===== src/rtl/imm_gen_pipe.sv =====
// Pipelined RV immediate generator: format decode feeding a registered
// valid/ready output stage backed by a one-entry skid register.
module imm_gen_pipe #(
   parameter int XLEN  = 32,
   parameter int TAG_W = 5
) (
   input  logic             clk,
   input  logic             rst_n,
   input  logic             in_valid,
   output logic             in_ready,
   input  logic [24:0]      instr,
   input  logic [2:0]       imm_src,
   input  logic [TAG_W-1:0] in_tag,
   output logic             out_valid,
   input  logic             out_ready,
   output logic [XLEN-1:0]  imm_ext,
   output logic [TAG_W-1:0] out_tag,
   output logic             illegal
);

   // Every format fits in 32 bits, and only the sign-extending formats can set
   // bit 31, so one signed widening covers S, U-on-RV64 and the zero-extended forms.
   function automatic logic [XLEN-1:0] decode_imm(input logic [31:7] ins,
                                                 input logic [2:0]  src);
      logic signed [31:0] v;
      v = '0;
      case (src)
         3'd0: v = {{20{ins[31]}}, ins[31:20]};
         3'd1: v = {{20{ins[31]}}, ins[31:25], ins[11:7]};
         3'd2: v = {{19{ins[31]}}, ins[31], ins[7], ins[30:25], ins[11:8], 1'b0};
         3'd3: v = {{11{ins[31]}}, ins[31], ins[19:12], ins[20], ins[30:21], 1'b0};
         3'd4: v = {ins[31:12], 12'b0};
         3'd5: v = {27'b0, ins[19:15]};
         3'd6: v = (XLEN == 64) ? {26'b0, ins[25:20]} : {27'b0, ins[24:20]};
         default: v = '0;
      endcase
      return XLEN'(v);
   endfunction

   logic [XLEN-1:0]  dec_imm;
   logic             dec_ill;
   logic             acc;

   logic             out_vld_q, out_vld_d;
   logic [XLEN-1:0]  out_imm_q, out_imm_d;
   logic [TAG_W-1:0] out_tag_q, out_tag_d;
   logic             out_ill_q, out_ill_d;

   logic             skid_vld_q, skid_vld_d;
   logic [XLEN-1:0]  skid_imm_q, skid_imm_d;
   logic [TAG_W-1:0] skid_tag_q, skid_tag_d;
   logic             skid_ill_q, skid_ill_d;

   assign dec_imm = decode_imm(instr, imm_src);
   assign dec_ill = (imm_src == 3'd7);
   assign acc     = in_valid & ~skid_vld_q;

   always_comb begin
      out_vld_d  = out_vld_q;
      out_imm_d  = out_imm_q;
      out_tag_d  = out_tag_q;
      out_ill_d  = out_ill_q;
      skid_vld_d = skid_vld_q;
      skid_imm_d = skid_imm_q;
      skid_tag_d = skid_tag_q;
      skid_ill_d = skid_ill_q;
      if (skid_vld_q) begin
         // in_ready is low whenever the skid holds data, so no input competes here
         if (out_ready) begin
            out_imm_d  = skid_imm_q;
            out_tag_d  = skid_tag_q;
            out_ill_d  = skid_ill_q;
            skid_vld_d = 1'b0;
         end
      end else if (acc) begin
         if (!out_vld_q || out_ready) begin
            out_vld_d = 1'b1;
            out_imm_d = dec_imm;
            out_tag_d = in_tag;
            out_ill_d = dec_ill;
         end else begin
            skid_vld_d = 1'b1;
            skid_imm_d = dec_imm;
            skid_tag_d = in_tag;
            skid_ill_d = dec_ill;
         end
      end else if (out_ready) begin
         out_vld_d = 1'b0;
      end
   end

   always_ff @(posedge clk or negedge rst_n) begin
      if (!rst_n) begin
         out_vld_q  <= 1'b0;
         out_imm_q  <= '0;
         out_tag_q  <= '0;
         out_ill_q  <= 1'b0;
         skid_vld_q <= 1'b0;
         skid_imm_q <= '0;
         skid_tag_q <= '0;
         skid_ill_q <= 1'b0;
      end else begin
         out_vld_q  <= out_vld_d;
         out_imm_q  <= out_imm_d;
         out_tag_q  <= out_tag_d;
         out_ill_q  <= out_ill_d;
         skid_vld_q <= skid_vld_d;
         skid_imm_q <= skid_imm_d;
         skid_tag_q <= skid_tag_d;
         skid_ill_q <= skid_ill_d;
      end
   end

   assign in_ready  = ~skid_vld_q;
   assign out_valid = out_vld_q;
   assign imm_ext   = out_imm_q;
   assign out_tag   = out_tag_q;
   assign illegal   = out_ill_q;

endmodule

===== config.mk =====
export PLATFORM = sky130hd
export DESIGN_NAME = imm_gen_pipe
export DESIGN_NICKNAME = d
export VERILOG_FILES = /design/src/rtl/imm_gen_pipe.sv
export SDC_FILE = /design/constraint.sdc
export NUM_CORES = 1
export LEC_CHECK = 0
export ABC_AREA = 1
export BUFFER_PORTS_ARGS = -buffer_cell sky130_fd_sc_hd__buf_2
export CELL_PAD_IN_SITES_DETAIL_PLACEMENT = 1
export CELL_PAD_IN_SITES_GLOBAL_PLACEMENT = 2
export CORE_ASPECT_RATIO = 0.9
export CORE_MARGIN = 2
export CORE_UTILIZATION = 25
export CTS_CLUSTER_SIZE = 30
export DETAILED_ROUTE_END_ITERATION = 12
export GPL_TIMING_DRIVEN = 0
export PLACE_DENSITY_LB_ADDON = 0.1
export SYNTH_ARGS = -nofsm -noshare
export SYNTH_HDL_FRONTEND = slang
export SYNTH_SLANG_ARGS = --single-unit

===== constraint.sdc =====
create_clock -name clk -period 1.66 [get_ports clk]
set_input_delay 0.083 -clock clk [delete_from_list [all_inputs] [get_ports clk]]
set_output_delay 0.083 -clock clk [all_outputs]
set_load 0.01 [all_outputs]

==> run metrics, run 1 <==
core footprint=14610 sq um; drt first pass iters=4; post-route cell area=4758 sq um; Wirelength per Cell=16.21 um; synth top area cells=dfrtp_1, nand2_1, nor2_1; hold slack=34.95 ps; Post-synth top cells=nand2_1, dfrtp_1, nor2_1; gr ovfl total=0; min Tclk post-route=1533 ps; CTS tree=done; HP Class=in2reg; register area share after synthesis=52.67%; Ys Warns=0; final net count=612; H-tree depth=3; Tcrit/Tclk final=92.35%; Area growth syn-to-layout=28.39%; Via density=4.549; CTS sink cnt=78; setup slack, reg-to-reg=130 ps; num rows=42; Reg clk slew, reported paths=60 ps; crit path launch type=flip-flop; Routed WL=12620 um; RR Startpoint=skid_vld_q; Die Y=119.5 um; post-synthesis register bit count=78; Peak VDD IR=0.4689 mV; Max Cap Viol=0; relative slew slack=55.15%; largest net degree at the start of global routing=52; Final TNS setup=0 ps; Worst Tran Pin Value=672.7 ps; Hold EP=skid_imm_q[17]; DRC viols=0; Hold Path Stages=3; first-pass GRT wire length=20620 um; Tot Pwr=6.468 mW; dpl cells=753; Net Count, Synth=518; Layout Cells excl Fill=778; crit end category=flip-flop; # setup viols final=0; starting DRC count in detailed routing=134; Final Skew=10.27 ps; Hold Violations, Final=0; Worst Path Required=1880 ps; worst path arrival time=1750 ps; RSZ-0062 raised after global routing=false; max-slew violation count=0; CP Class=reg2reg; Root Driver=clkbuf_16; r2r endpoint=skid_imm_q[5]; die width=132.3 um; dpl ws=5.645 ps; Initial Util=25.37%; final core occ=32.57%; I/O pins=77; most frequent cell after synthesis=nand2_1; Post-synth ARST share=100.0%; Post-Syn Area=3706 sq um; PnR worst setup slack=127.0 ps; die area=15820 sq um; worst skew pair latency=350 ps; average size of a mapped cell=7.705 sq um; Leak Pwr=2.424 nW; Routed Antenna Nets=0; IO Port Bufs=73; main flop type after synthesis=dfrtp_1; vias=3539; vias in the first global route=3816; Synth top area share=52.67%; number of CTS-inserted buffers=9; layout cells sized above 1=20.86%; Synth Instances=481; antenna diode count=0; placed instance area=4349 sq um; unique cell type count in the Yosys netlist=20; power density over cell area=1359 nW/um^2; Detail Placement HPWL=9250 um; post-synth top area cell=dfrtp_1; reg2reg path depth=5; status=complete, no violations; CTS Buffer Depth=2; CP Max Fanout=10; max frequency=652.3 MHz; GPL Wtd Cong=0.7529; number of synthesized flops with an enable pin=0; worst hold path startpoint=instr[10]; initial antenna violation count=0; GRT Util Overall=16.94%
==> state kept, by name, summed over array words and instances (netlist names) <==
register	flops
out_valid	1
skid_tag_q	5
skid_vld_q	1
out_tag	5
imm_ext	32
skid_ill_q	1
illegal	1
skid_imm_q	32
==> cell families (layout without fill, tap and decap cells) <==
logic type | count (synthesis) | in the layout | synth area share, %
AOI/OAI and AO/OA | 93 | 93 | 13.27
buffers and inverters | 56 | 155 | 6.415
DFF | 78 | 78 | 52.67
and+or+nand+nor | 254 | 254 | 27.65
==> how the worst max path moves through the flow <==
| stage | from | to | slack (ps) | cells after the start |
|---|---|---|---|---|
| finish | skid_vld_q | skid_imm_q[5] | 130 | 5 |
| global route | skid_vld_q | skid_imm_q[10] | 0.3 | 6 |
| CTS | skid_vld_q | imm_ext[31] | 2 | 8 |
| detailed placement | skid_vld_q | imm_ext[5] | 6 | 4 |
| global placement | rst_n | imm_ext[27] | -250 | 1 |
| floorplan | skid_vld_q | skid_imm_q[31] | 320 | 6 |
==> worst max-delay path, cell delays in order, from the launching register on <==
cell     delay, ps
dfrtp_1        400
buf_2          210
nor3_4         260
buf_4          170
buf_2          240
o21ai_0        120
==> final cells by class <==
type	instances	area (sq um)
buffer	28	150.1
clock buffer	9	225.2
clock inverter	7	78.83
fill	1844	9851
inverter	28	107.6
multi-input combinational	347	1516
sequential	78	1952
tap	198	247.7
timing repair buffer	83	480.5
==> repair_timing <==
item,4_1_cts,5_1_grt
hold endpoints to repair,34,0
pin swaps,0,1
endpoints found under the setup margin,3,58
hold buffers,7,0
gates resized for setup,3,9
setup buffers,0,2
==> placed cells by master (no fill, tap or decap) <==
cell type and instances:
a21oi_1 39, a31oi_1 19, buf_1 2, buf_16 1, buf_2 83, buf_4 7
bufinv_16 1, clkbuf_1 4, clkbuf_16 9, clkbuf_2 4, clkbuf_4 3, clkinv_2 1
clkinv_4 2, dfrtp_1 78, dlygate4sd3_1 7, inv_1 25, inv_2 2, inv_4 1
inv_6 3, nand2_1 153, nand2_2 1, nand3_1 16, nand3_2 1, nand4_1 9
nor2_1 72, nor2_4 1, nor3_4 1, o211ai_1 1, o21ai_0 28, o21ai_1 6
==> power breakdown <==
part	switching, mW	leakage, nW	internal, mW	total (mW)
logic	1.06	1.32	0.659	1.72
registers	0.281	0.949	2.45	2.73
clock network	0.842	0.151	1.18	2.03
==> routing by layer <==
metal | vias to the layer above | routed length [um] | global-route usage [%]
met3 | 11 | 458 | 4.858
met1 | 1724 | 6113 | 22.27
met4 | 0 | 152 | 4.032
met2 | 61 | 5891 | 27.62
li1 | 1743 | - | -
met5 | - | 0 | 0
Note: power is estimated with default switching activity, not from simulation.
==> run 2, diff against run 1 <==
ABC_AREA = 0   (was 1)
CORE_UTILIZATION = 33   (was 25)
==> run metrics, run 2 <==
largest net degree at the start of global routing=63 (was 52); most frequent cells in the layout=buf_2, nand2_1, dfrtp_1 (was nand2_1, buf_2, dfrtp_1); # setup viols final=0 (unchanged); initial antenna violation count=0 (unchanged); crit path launch type=flip-flop (unchanged); Hold Violations, Final=0 (unchanged); main flop type after synthesis=dfrtp_1 (unchanged); most common cell after layout, fill and taps aside=buf_2 (was nand2_1); r2r endpoint=imm_ext[30] (was skid_imm_q[5]); antenna diode count=0 (unchanged); starting DRC count in detailed routing=132 (was 134); Root Driver=clkbuf_16 (unchanged); unique cell type count in the Yosys netlist=31 (was 20); RR Startpoint=skid_vld_q (unchanged); die width=115.4 um (was 132.3 um); Area growth syn-to-layout=28.29% (was 28.39%); number of synthesized flops with an enable pin=0 (unchanged); power density over cell area=1281 nW/um^2 (was 1359 nW/um^2); GPL Wtd Cong=0.7653 (was 0.7529); I/O pins=77 (unchanged); drt first pass iters=4 (unchanged); H-tree depth=3 (unchanged); Via density=5.006 (was 4.549); Storage cell area=1952 sq um (unchanged); max-slew violation count=0 (unchanged); Hold Path Stages=3 (unchanged); Tcrit/Tclk final=96.62% (was 92.35%); num rows=36 (was 42); CTS Buffer Depth=2 (unchanged); Post-synth ARST share=100.0% (unchanged); Die Y=104.2 um (was 119.5 um); Multi-input gate area=1604 sq um (was 1516 sq um); Initial Util=33.93% (was 25.37%); placed instance area=4269 sq um (was 4349 sq um); final core occ=43.53% (was 32.57%); CP Max Fanout=10 (unchanged); CTS tree=done (unchanged); synth top area cells=dfrtp_1, o21ai_0, nand2_1 (was dfrtp_1, nand2_1, nor2_1); max frequency=623.5 MHz (was 652.3 MHz); gr ovfl total=0 (unchanged); IO Port Bufs=73 (unchanged); GRT Util Overall=20.58% (was 16.94%); Worst Tran Pin Value=590.3 ps (was 672.7 ps); core footprint=10860 sq um (was 14610 sq um); DRC viols=0 (unchanged); average size of a mapped cell=9.278 sq um (was 7.705 sq um); min Tclk post-route=1604 ps (was 1533 ps); Hold EP=skid_imm_q[31] (was skid_imm_q[17]); Final Skew=9.404 ps (was 10.27 ps); die area=12020 sq um (was 15820 sq um); Synth Instances=397 (was 481); Detail Placement HPWL=8259 um (was 9250 um); vias=3229 (was 3539); worst skew pair latency=350 ps (about the same); Peak VDD IR=0.7268 mV (was 0.4689 mV); number of CTS-inserted buffers=9 (unchanged); post-synthesis register bit count=78 (unchanged); Wirelength per Cell=17.97 um (was 16.21 um); Tot Pwr=6.054 mW (was 6.468 mW); vias in the first global route=3495 (was 3816); Routed Antenna Nets=0 (unchanged); first-pass GRT wire length=18820 um (was 20620 um); crit end category=flip-flop (unchanged); RSZ-0062 raised after global routing=true (was false); Synth top area share=52.99% (was 52.67%); post-synth top area cell=dfrtp_1 (unchanged); Routed WL=11590 um (was 12620 um); CP Class=reg2reg (unchanged); worst path arrival time=1830 ps (was 1750 ps); post-route cell area=4726 sq um (was 4758 sq um); HP Class=in2reg (unchanged); layout cells sized above 1=26.98% (was 20.86%); hold slack=40.99 ps (was 34.95 ps); reg2reg path depth=5 (unchanged); Final TNS setup=0 ps (unchanged); Leak Pwr=2.267 nW (was 2.424 nW); relative slew slack=60.56% (was 55.15%); fill count=1260 (was 1844); worst hold path startpoint=instr[24] (was instr[10]); Worst Path Required=1890 ps (was 1880 ps); status=complete, no violations (unchanged); setup slack, reg-to-reg=60 ps (was 130 ps); final net count=525 (was 612); Reg clk slew, reported paths=60 ps (about the same); Net Count, Synth=434 (was 518); CTS sink cnt=78 (unchanged); Ys Warns=0 (unchanged); Max Cap Viol=0 (unchanged); register area share after synthesis=52.99% (was 52.67%); Post-Syn Area=3684 sq um (was 3706 sq um); Post-synth top cells=dfrtp_1, nand2_1, o21ai_0 (was nand2_1, dfrtp_1, nor2_1)
[run 2: cell count changes after synthesis, moves of 14 or more]
cell / change
nand2_1: -75
nor2_1: -62
o21ai_0: +39
inv_1: -24
a31oi_1: -19
clkbuf_1: +16
mux2_2: +16
nand3_1: -15
and3_1: +14
[run 2: logic make-up (layout without fill, tap and decap cells)]
family	after synthesis	after routing	share of synthesized area (%)
AO/OA/AOI/OAI	135	135	20.08
AND/OR/NAND/NOR	122	122	14.74
buffers and inverters	34	130	3.872
flip-flops	78	78	52.99
multiplexers	27	27	7.880
XOR/XNOR	1	1	0.4417
[run 2: per-stage QoR]
stage,setup WS (ps),instances
detailed placement,-277.0,623
global route,-36.31,645
CTS,-5.952,645
global placement,-241.9,622
finish,56.03,645
floorplan,130.7,397
[run 2: critical path, stage by stage, from the launching register on]
cell and delay, ps:
dfrtp_1 320, buf_2 230, nor2_2 90, o22ai_4 270, buf_4 250, mux2_2 340
[run 2: timing repair]
item,in CTS,in global routing
hold buffers,6,0
pin swaps,0,1
endpoints found under the hold margin,83,0
endpoints found under the setup margin,75,70
resized for setup,22,20
buffers inserted,0,1
[run 2: report_power, final]
| part | switching [mW] | internal (mW) |
|---|---|---|
| combinational | 0.757 | 0.549 |
| sequential | 0.211 | 2.33 |
| clock | 0.810 | 1.40 |
| total | 1.78 | 4.28 |
[run 2: layout make-up]
cell class,instances,area share [%]
Tap cell,152,4.024
Timing Repair Buffer,81,9.796
Clock buffer,11,5.348
Multi-Input combinational cell,285,33.94
Sequential cell,78,41.30
Clock inverter,5,1.721
Inverter,1,0.07943
Buffer,32,3.786
[run 2: how the worst max path moves through the flow]
stage                from     endpoint  slack, ps  depth (start not counted)
3_3_place_gp   skid_vld_q  imm_ext[30]       -240                          4
5_1_grt        skid_vld_q  imm_ext[15]        -40                          6
2_1_floorplan  skid_vld_q  imm_ext[30]        130                          4
4_1_cts        skid_vld_q  imm_ext[30]         -6                          5
6_report       skid_vld_q  imm_ext[30]         60                          5
3_5_place_dp   skid_vld_q  imm_ext[15]       -280                          5
[run 2: routing by layer]
layer  global-route usage [%]  wire, um
met5                        0         0
met2                    32.12      5376
met4                    6.368       211
met1                    28.08      5502
met3                    5.070       499
==> run 3, diff against run 2 <==
ABC_AREA = default   (was 0)
HOLD_SLACK_MARGIN = 0.05   (was default)
==> run metrics, run 3 (synthesized netlist as in run 2, its figures left out) <==
status=complete, no violations (unchanged); worst skew pair latency=350 ps (about the same); RSZ-0062 raised after global routing=true (unchanged); Reg clk slew, reported paths=60 ps (about the same); Worst Tran Pin Value=626.8 ps (was 590.3 ps); max frequency=620.9 MHz (was 623.5 MHz); H-tree depth=3 (unchanged); fill count=1259 (was 1260); Hold Violations, Final=0 (unchanged); number of CTS-inserted buffers=9 (unchanged); final net count=529 (was 525); num rows=36 (unchanged); Layout Cells excl Fill=649 (was 645); largest net degree at the start of global routing=63 (unchanged); CTS tree=done (unchanged); min Tclk post-route=1610 ps (was 1604 ps); starting DRC count in detailed routing=133 (was 132); CTS Buffer Depth=2 (unchanged); drt first pass iters=4 (unchanged); Root Driver=clkbuf_16 (unchanged); GRT Util Overall=20.63% (was 20.58%); die width=115.4 um (unchanged); most common cell after layout, fill and taps aside=buf_2 (unchanged); CTS sink cnt=78 (unchanged); Multi-input gate area=1604 sq um (unchanged); crit path launch type=flip-flop (unchanged); Area growth syn-to-layout=29.38% (was 28.29%); antenna diode count=0 (unchanged); CP Max Fanout=10 (unchanged); DRC viols=0 (unchanged); core footprint=10860 sq um (unchanged); dpl cells=623 (unchanged); CP Class=reg2reg (unchanged); first-pass GRT wire length=18890 um (was 18820 um); Routed Antenna Nets=0 (unchanged); # setup viols final=0 (unchanged); power density over cell area=1272 nW/um^2 (was 1281 nW/um^2); GPL Wtd Cong=0.7653 (unchanged); gr ovfl total=0 (unchanged); Via density=5.040 (was 5.006); Peak VDD IR=0.7285 mV (was 0.7268 mV); I/O pins=77 (unchanged); Tcrit/Tclk final=97.02% (was 96.62%); worst path arrival time=1840 ps (was 1830 ps); Initial Util=33.93% (unchanged); Final Skew=10.94 ps (was 9.404 ps); initial antenna violation count=0 (unchanged); Routed WL=11630 um (was 11590 um); crit end category=flip-flop (unchanged); final core occ=43.90% (was 43.53%); die area=12020 sq um (unchanged); layout cells sized above 1=26.76% (was 26.98%); HP Class=in2reg (unchanged); vias=3271 (was 3229); max-slew violation count=0 (unchanged); relative slew slack=58.13% (was 60.56%); Detail Placement HPWL=8259 um (unchanged); Worst Path Required=1890 ps (about the same); Max Cap Viol=0 (unchanged); Wirelength per Cell=17.92 um (was 17.97 um); most frequent cells in the layout=buf_2, nand2_1, dfrtp_1 (unchanged); Storage cell area=1952 sq um (unchanged); Die Y=104.2 um (unchanged); vias in the first global route=3523 (was 3495); IO Port Bufs=73 (unchanged); Leak Pwr=2.284 nW (was 2.267 nW)
==> run 3: layout make-up <==
class,instances,area share (%)
buffer,32,3.754
tap,152,3.991
clock inverter,5,1.706
clock buffer,11,5.303
multi-input combinational,285,33.66
inverter,1,0.07876
sequential,78,40.96
timing repair buffer,85,10.55
==> run 3: what timing repair did <==
action,CTS,global route
hold buffers,10,0
pin swaps,0,1
buffers inserted,0,1
setup endpoints to repair,75,70
resized for setup,22,20
endpoints found under the hold margin,88,0
==> run 3: final timing paths <==
kind | startpoint | endpoint | slack, ps | cells past startpoint
worst max-delay path | skid_vld_q | imm_ext[30] | 50 | 5
worst min-delay path | instr[19] | skid_imm_q[6] | 70 | 3
worst max register to register | skid_vld_q | imm_ext[30] | 50 | 5
worst min register to register | skid_imm_q[12] | skid_imm_q[12] | 470 | 2
max in group asynchronous | rst_n | skid_imm_q[24] | 910 | 3
min in group asynchronous | rst_n | imm_ext[5] | 150 | 2
==> run 3: per-layer routing <==
layer  wire length [um]  global-route usage, %  vias up  part of all wire, %
li1                   -                      -     1571                    -
met1               5585                  28.12     1617                   48
met2               5414                  32.25       67                   47
met3                419                  5.070       16                  3.6
met4                212                  6.368        0                  1.8
met5                  0                      0        -                    0
==> run 3: per-stage QoR <==
stage	power [mW]	hold WS (ps)	setup slack [ps]	setup TNS (ps)	instance area [sq um]
after floorplan	3.269	-212.6	130.7	0	3684
after global placement	3.787	291.5	-241.9	-21570	4239
after detailed placement	3.853	-23.55	-277.0	-8793	4269
after CTS	6.138	50.72	-5.952	-5.952	4751
after global routing	6.415	92.68	-36.31	-249.8	4766
final	6.062	65.56	49.54	0	4766
==> run 3: worst max-delay path: stages, from the launching register on <==
cell and delay, ps:
dfrtp_1 320, buf_2 240, nor2_2 90, o22ai_4 270
buf_4 250, mux2_2 340
==> run 3: where the power goes <==
group	switching (mW)	internal (mW)
registers	0.211	2.33
logic	0.760	0.555
clock network	0.810	1.40
total	1.78	4.28
